`config.mk`:
```
export PLATFORM = sky130hd
export DESIGN_NAME = imem_fetch_flat
export DESIGN_NICKNAME = d
export VERILOG_FILES = /design/src/rtl/imem_fetch_if.sv /design/src/rtl/imem_fetch.sv /design/src/flat_wrapper.sv
export SDC_FILE = /design/constraint.sdc
export NUM_CORES = 1
export LEC_CHECK = 0
export ABC_AREA = 0
export BUFFER_PORTS_ARGS = -buffer_cell sky130_fd_sc_hd__buf_2
export CORE_ASPECT_RATIO = 1.75
export CORE_MARGIN = 3
export CORE_UTILIZATION = 42
export CTS_CLUSTER_DIAMETER = 80
export CTS_CLUSTER_SIZE = 28
export DETAILED_ROUTE_END_ITERATION = 7
export PLACE_DENSITY = 0.87
export SLEW_MARGIN = 20
export SYNTH_ARGS = -nofsm -noshare
export SYNTH_HDL_FRONTEND = slang
export SYNTH_SLANG_ARGS = --single-unit
```
`constraint.sdc`:
```
create_clock -name clk -period 1.8 [get_ports clk]
set_input_delay 0.18 -clock clk [delete_from_list [all_inputs] [get_ports clk]]
set_output_delay 0.18 -clock clk [all_outputs]
set_load 0.02 [all_outputs]
```
`src/rtl/imem_fetch_if.sv`:
```
`default_nettype none
// ============================================================================
// Module      : imem_fetch_if
// Description : Bundles the PC register, instruction-memory and decode-side
//               signals seen by the fetch unit.
// Revision    : 1.0
// ============================================================================
interface imem_fetch_if;
    logic [31:0] pc;
    logic [31:0] next_pc;
    logic        redirect_valid;
    logic [31:0] redirect_pc;
    logic        imem_req;
    logic [31:0] imem_addr;
    logic        imem_rvalid;
    logic [31:0] imem_rdata;
    logic        instr_valid;
    logic        instr_ready;
    logic [31:0] instr;
    logic [31:0] instr_pc;
    logic        fetch_err;

    modport master (
        input  pc, redirect_valid, redirect_pc, imem_rvalid, imem_rdata, instr_ready,
        output next_pc, imem_req, imem_addr, instr_valid, instr, instr_pc, fetch_err
    );

    modport slave (
        output pc, redirect_valid, redirect_pc, imem_rvalid, imem_rdata, instr_ready,
        input  next_pc, imem_req, imem_addr, instr_valid, instr, instr_pc, fetch_err
    );
endinterface
`default_nettype wire

```
`src/rtl/imem_fetch.sv`:
```
`default_nettype none
// ============================================================================
// Module      : imem_fetch
// Description : Single-outstanding instruction fetch unit driving the PC
//               register's next_pc and a valid/ready decode handshake.
// Revision    : 1.0
// ============================================================================
module imem_fetch #(
    parameter logic [31:0] RESET_PC = 32'h0000_0000,
    parameter int unsigned PC_STEP  = 4
) (
    input  logic         clk,
    input  logic         reset,
    imem_fetch_if.master bus
);
    localparam logic [31:0] c_pc_step = 32'(PC_STEP);

    typedef enum logic [2:0] {
        S_IDLE  = 3'd0,
        S_REQ   = 3'd1,
        S_WAIT  = 3'd2,
        S_OUT   = 3'd3,
        S_DRAIN = 3'd4,
        S_ERR   = 3'd5
    } state_t;

    state_t      r_state;
    state_t      w_state_next;
    logic        w_issue;
    logic        w_capture;
    logic        w_misaligned;
    logic [31:0] w_next_pc;

    logic        r_imem_req;
    logic [31:0] r_imem_addr;
    logic        r_instr_valid;
    logic [31:0] r_instr;
    logic [31:0] r_instr_pc;
    logic        r_fetch_err;

    assign w_misaligned = (bus.pc[1:0] != 2'b00);

    // A redirect in REQ still lets the aligned request go out, so it must be drained.
    always_comb begin
        w_state_next = r_state;
        w_issue      = 1'b0;
        w_capture    = 1'b0;
        case (r_state)
            S_IDLE: w_state_next = S_REQ;
            S_REQ: begin
                if (w_misaligned) begin
                    w_state_next = bus.redirect_valid ? S_REQ : S_ERR;
                end else begin
                    w_issue      = 1'b1;
                    w_state_next = bus.redirect_valid ? S_DRAIN : S_WAIT;
                end
            end
            S_WAIT: begin
                if (bus.redirect_valid) begin
                    w_state_next = bus.imem_rvalid ? S_REQ : S_DRAIN;
                end else if (bus.imem_rvalid) begin
                    w_capture    = 1'b1;
                    w_state_next = S_OUT;
                end
            end
            S_OUT: begin
                if (bus.redirect_valid || bus.instr_ready) begin
                    w_state_next = S_REQ;
                end
            end
            S_DRAIN: begin
                if (bus.imem_rvalid) begin
                    w_state_next = S_REQ;
                end
            end
            S_ERR: begin
                if (bus.redirect_valid) begin
                    w_state_next = S_REQ;
                end
            end
            default: w_state_next = S_IDLE;
        endcase
    end

    always_comb begin
        w_next_pc = bus.pc;
        if (!reset) begin
            w_next_pc = RESET_PC;
        end else if (bus.redirect_valid) begin
            w_next_pc = bus.redirect_pc;
        end else if ((r_state == S_WAIT) && bus.imem_rvalid) begin
            w_next_pc = bus.pc + c_pc_step;
        end
    end

    always_ff @(posedge clk) begin
        if (!reset) begin
            r_state <= S_IDLE;
        end else begin
            r_state <= w_state_next;
        end
    end

    // instr_valid and fetch_err simply mirror occupancy of OUT and ERR.
    always_ff @(posedge clk) begin
        if (!reset) begin
            r_imem_req    <= 1'b0;
            r_imem_addr   <= 32'h0;
            r_instr_valid <= 1'b0;
            r_instr       <= 32'h0;
            r_instr_pc    <= 32'h0;
            r_fetch_err   <= 1'b0;
        end else begin
            r_imem_req    <= w_issue;
            r_instr_valid <= (w_state_next == S_OUT);
            r_fetch_err   <= (w_state_next == S_ERR);
            if (w_issue) begin
                r_imem_addr <= bus.pc;
            end
            if (w_capture) begin
                r_instr    <= bus.imem_rdata;
                r_instr_pc <= bus.pc;
            end
        end
    end

    assign bus.next_pc     = w_next_pc;
    assign bus.imem_req    = r_imem_req;
    assign bus.imem_addr   = r_imem_addr;
    assign bus.instr_valid = r_instr_valid;
    assign bus.instr       = r_instr;
    assign bus.instr_pc    = r_instr_pc;
    assign bus.fetch_err   = r_fetch_err;
endmodule
`default_nettype wire
```
`src/flat_wrapper.sv`:
```
// flat-port wrapper written by rule: the top's interface ports become plain ports
module imem_fetch_flat 
#(
    parameter logic [31:0] RESET_PC = 32'h0000_0000,
    parameter int unsigned PC_STEP  = 4
)
  (clk, reset, bus_pc, bus_redirect_valid, bus_redirect_pc, bus_imem_rvalid, bus_imem_rdata, bus_instr_ready, bus_next_pc, bus_imem_req, bus_imem_addr, bus_instr_valid, bus_instr, bus_instr_pc, bus_fetch_err);
  imem_fetch_if bus_i ();
  input  logic clk;
  input  logic reset;
  input wire logic [$bits(bus_i.pc)-1:0] bus_pc;
  input wire logic [$bits(bus_i.redirect_valid)-1:0] bus_redirect_valid;
  input wire logic [$bits(bus_i.redirect_pc)-1:0] bus_redirect_pc;
  input wire logic [$bits(bus_i.imem_rvalid)-1:0] bus_imem_rvalid;
  input wire logic [$bits(bus_i.imem_rdata)-1:0] bus_imem_rdata;
  input wire logic [$bits(bus_i.instr_ready)-1:0] bus_instr_ready;
  output wire logic [$bits(bus_i.next_pc)-1:0] bus_next_pc;
  output wire logic [$bits(bus_i.imem_req)-1:0] bus_imem_req;
  output wire logic [$bits(bus_i.imem_addr)-1:0] bus_imem_addr;
  output wire logic [$bits(bus_i.instr_valid)-1:0] bus_instr_valid;
  output wire logic [$bits(bus_i.instr)-1:0] bus_instr;
  output wire logic [$bits(bus_i.instr_pc)-1:0] bus_instr_pc;
  output wire logic [$bits(bus_i.fetch_err)-1:0] bus_fetch_err;
  assign bus_i.pc = bus_pc;
  assign bus_i.redirect_valid = bus_redirect_valid;
  assign bus_i.redirect_pc = bus_redirect_pc;
  assign bus_i.imem_rvalid = bus_imem_rvalid;
  assign bus_i.imem_rdata = bus_imem_rdata;
  assign bus_i.instr_ready = bus_instr_ready;
  assign bus_next_pc = bus_i.next_pc;
  assign bus_imem_req = bus_i.imem_req;
  assign bus_imem_addr = bus_i.imem_addr;
  assign bus_instr_valid = bus_i.instr_valid;
  assign bus_instr = bus_i.instr;
  assign bus_instr_pc = bus_i.instr_pc;
  assign bus_fetch_err = bus_i.fetch_err;
  imem_fetch #(.RESET_PC(RESET_PC), .PC_STEP(PC_STEP)) u_core (.clk(clk), .reset(reset), .bus(bus_i));
endmodule
```
==> impl_metrics.py <==
metrics = {
    "detailed_routing": {
        "drtIter0Drc": 363,
        "ant_nets": 0,
        "route.detailed.drc": 0,
        "routedWlPerCell_um": 17.4,
        "firstDrtPassIters": 5,
        "wirelength_um": 18600,
        "viasPerCell": 5.55,
        "via_count": 5934,
    },
    "synth": {
        "synth.area.top_cells": "dfxtp_1 42%, nand2_1 16%, a21oi_1 11%",
        "syn_avg_cell_area_um2": 7.40,
        "synth_top_family_by_area": "simple AND/OR/NAND/NOR gates",
        "synthesis.nets": 757,
        "netlist_area_mm2": 0.00484,
        "yosys_warnings": 0,
        "synth_flop_cell": "dfxtp_1",
        "synth_edf_count": 0,
        "muxShareOfSynthArea_pct": 0.620,
        "ys_seq_area_share_pct": 42.2,
        "synth_area_leader_cell": "dfxtp_1",
        "yosys.area.top_type_share_pct": 42.2,
        "synth_compound_area_share_pct": 20.1,
        "synth_cell_types": 52,
        "synth_fa_ha_area_share_pct": 0.517,
        "async_flop_share_pct": 0,
        "synthXorXnorAreaFrac_pct": 1.99,
        "syn_inst": 654,
        "yosys.area_share.simple_pct": 29.4,
        "ys_seq_elements": 102,
    },
    "floorplanning": {
        "die-area_mm2": 0.0129,
        "core.rowCount": 51,
        "die_x_um": 87.1,
        "start_util_pct": 43.3,
        "core-area_mm2": 0.0112,
        "io_pins": 232,
        "die_y_um": 148,
    },
    "run_status": {
        "violations": "setup timing",
        "status": "finished with violations",
    },
    "cells_and_area": {
        "layout.nets": 1034,
        "drive_gt1_share_pct": 42.5,
        "fill_cells": 916,
        "area_delta_synth_final_pct": 56.9,
    },
    "pwr": {
        "peakVddDrop_mv": 0.538,
        "p_int_uw": 3780,
        "pwr-share-comb_pct": 16.9,
        "leakagePower_uw": 0.00334,
        "pwr-share-seq_pct": 44.0,
        "switching_share_pct": 28.0,
        "clock_power_share_pct": 39.0,
        "p_switching_uw": 1470,
        "power_density_mw_per_mm2": 691,
    },
    "sta": {
        "final-setup-viol-count": 30,
        "min_period_ns": 2.25,
        "grt_setup_unrepaired": "yes",
        "fin_ws_ns": -0.449,
        "slew_headroom_pct": 69.5,
        "fin_skew_ns": 0.00767,
        "maxSlewViolCount": 0,
        "fmax_mhz": 445,
        "worstMarginPinSlew_ns": 0.458,
        "tns_ns": -8.54,
        "hold_violations": 0,
        "period_share_pct": 125,
    },
    "setup_path": {
        "max_stage_delay_ns": 0.45,
        "cp.required_ns": 1.62,
        "start_kind": "flop",
        "reg2reg_slack_ns": 0.09,
        "crit_path_end_kind": "output pin",
        "crit_family": "simple AND/OR/NAND/NOR gates",
        "r2r_cells": 8,
        "r2r_end": "u_core.bus.instr[11]",
        "critPathSlowestCell": "or4_4",
        "path_cells": "nor4bb_4, buf_4, nand3_4, or4_4, a31oi_4, buf_6",
        "path_buf_inv": 2,
        "cp_max_fo": 4,
        "worst_ep_arrival_time_ns": 2.07,
        "rr_startpoint": "u_core.r_state[2]",
        "crit_type": "flop to output pin",
    },
    "global_routing": {
        "grt_usage_pct": 27.9,
        "grt_pass1_vias": 5630,
        "antenna_found_initial": 1,
        "overflow": 0,
        "grt_max_degree": 103,
        "grt_pass1_wl_um": 28300,
    },
    "clock_network": {
        "cts.reportedPaths.clkPinSlew_ns": 0.08,
        "cts-buffers-inserted": 9,
        "cts.sinks": 102,
        "cts_tree": "built",
        "ctsHoldBuffers": 0,
        "h-tree-depth": 3,
        "clock_path_buffers": 2,
        "clkLatencyLatePin_ns": 0.35,
        "cts_root_buf": "clkbuf_16",
    },
    "placed_design": {
        "dp_hpwl_um": 13100,
        "gp_congestion": 0.895,
        "post-place-ws_ns": -0.295,
        "portBuffers": 231,
    },
    "hold_path": {
        "hp-class": "input pin to flop",
        "min_to": "u_core.bus.instr[24]",
        "hp-start": "bus_imem_rdata[24]",
        "holdPathStages": 3,
    },
    "flow_run": {
        "cap_violations": 0,
    },
}
## cells by family after synthesis
kind of cell	count (synthesis)
multiplexers	3
buffers and inverters	59
XOR/XNOR	11
AO/OA/AOI/OAI	171
flip-flops	102
adder cells (fa/ha/maj)	2
AND/OR/NAND/NOR	306
## timing repair
item / CTS / global route
setup buffers: 10 / 5
gates resized for setup: 95 / 20
endpoints found under the setup margin: 30 / 33
pin swaps: 48 / 10
gates cloned: 1 / 0
## through the flow
stage | std cells | hold slack [ns] | utilization (%) | power (µW) | area, µm²
CTS | 1067 | 0.0470 | 67.0 | 5250 | 7490
global route | 1069 | 0.0590 | 68.0 | 5440 | 7590
floorplan | 654 | 0.316 | - | 2740 | 4950
global placement | 1041 | 0.420 | 59.9 | 3130 | 6690
detailed placement | 1041 | 0.426 | 59.9 | 3140 | 6690
finish | 1069 | 0.0556 | 68.0 | 5250 | 7590
## tightest hold or removal path, stage by stage
cell and delay (ns):
buf_2 0.09, nand2_1 0.04, a21oi_1 0.05
## cell usage after synthesis (2+ instances only)
cell type and count:
xnor2_1 3, mux2i_1 3, or4_1 7, inv_1 5
nand2b_1 3, or3_1 3, nand4_1 10, nor3_1 2
nor2b_1 8, nand2_1 206, buf_4 2, o211ai_1 2
o21ai_0 26, o41a_1 3, ha_1 2, a311oi_1 4
and2_1 4, nor2_1 18, xor2_1 8, nor4bb_1 3
buf_2 12, nor4_1 6, a21oi_1 105, dfxtp_1 102
o31ai_1 4, clkbuf_1 36, and4_1 7, and3b_1 2
nand3_1 11, a31oi_1 10, and3_1 9, a211oi_1 8
## final cells by class
class | instances | area, µm² | share of cell area, %
Antenna cell | 1 | 2.50 | 0.0330
Clock buffer | 9 | 225 | 2.97
Clock inverter | 7 | 88.8 | 1.17
Inverter | 6 | 23.8 | 0.313
Multi-Input combinational cell | 493 | 2980 | 39.2
Sequential cell | 102 | 2050 | 27.0
Tap cell | 132 | 165 | 2.18
Timing Repair Buffer | 319 | 2060 | 27.1
## registers in the layout, indices dropped and copies added (netlist names)
register	flops
u_core.bus.instr	32
u_core.bus.instr_valid	1
u_core.bus.fetch_err	1
u_core.r_state	3
u_core.bus.imem_req	1
u_core.bus.imem_addr	32
u_core.bus.instr_pc	32
## layout by cell type (no fill, tap or decap), types with 9 or more instances in the layout
master | synthesis | final
o21ai_0 | 26 | 26
nand2_1 | 206 | 200
nor2_1 | 18 | 17
nand4_1 | 10 | 10
buf_2 | 12 | 201
a21oi_1 | 105 | 105
dfxtp_1 | 102 | 99
buf_4 | 2 | 89
buf_6 | 1 | 22
clkbuf_16 | 0 | 9
## worst max-delay path by stage
stage | startpoint | endpoint | slack, ns | cells past startpoint
after floorplan | bus_redirect_valid | u_core.bus.instr_valid | -0.05 | 8
after global placement | bus_imem_rvalid | bus_next_pc[21] | -0.26 | 7
after detailed placement | bus_imem_rvalid | bus_next_pc[21] | -0.30 | 7
after CTS | u_core.r_state[2] | bus_next_pc[21] | -0.44 | 6
after global routing | u_core.r_state[2] | bus_next_pc[19] | -0.50 | 6
final | u_core.r_state[2] | bus_next_pc[21] | -0.45 | 6
## routing by layer
metal / vias up / track usage, % / wire [µm]
met4: 0 / 15.6 / 967
li1: 2814 / - / -
met2: 292 / 50.3 / 9880
met5: - / 0 / 0
met3: 74 / 4.41 / 1220
met1: 2754 / 29.9 / 6500
## power by group through the flow
stage | clock (µW) | combinational [µW] | sequential (µW)
2_1_floorplan | 0 | 342 | 2400
3_3_place_gp | 0 | 774 | 2360
3_5_place_dp | 0 | 783 | 2360
4_1_cts | 2080 | 860 | 2310
5_1_grt | 2180 | 945 | 2310
6_report | 2050 | 888 | 2310
Power figures use the tool's default switching activity.
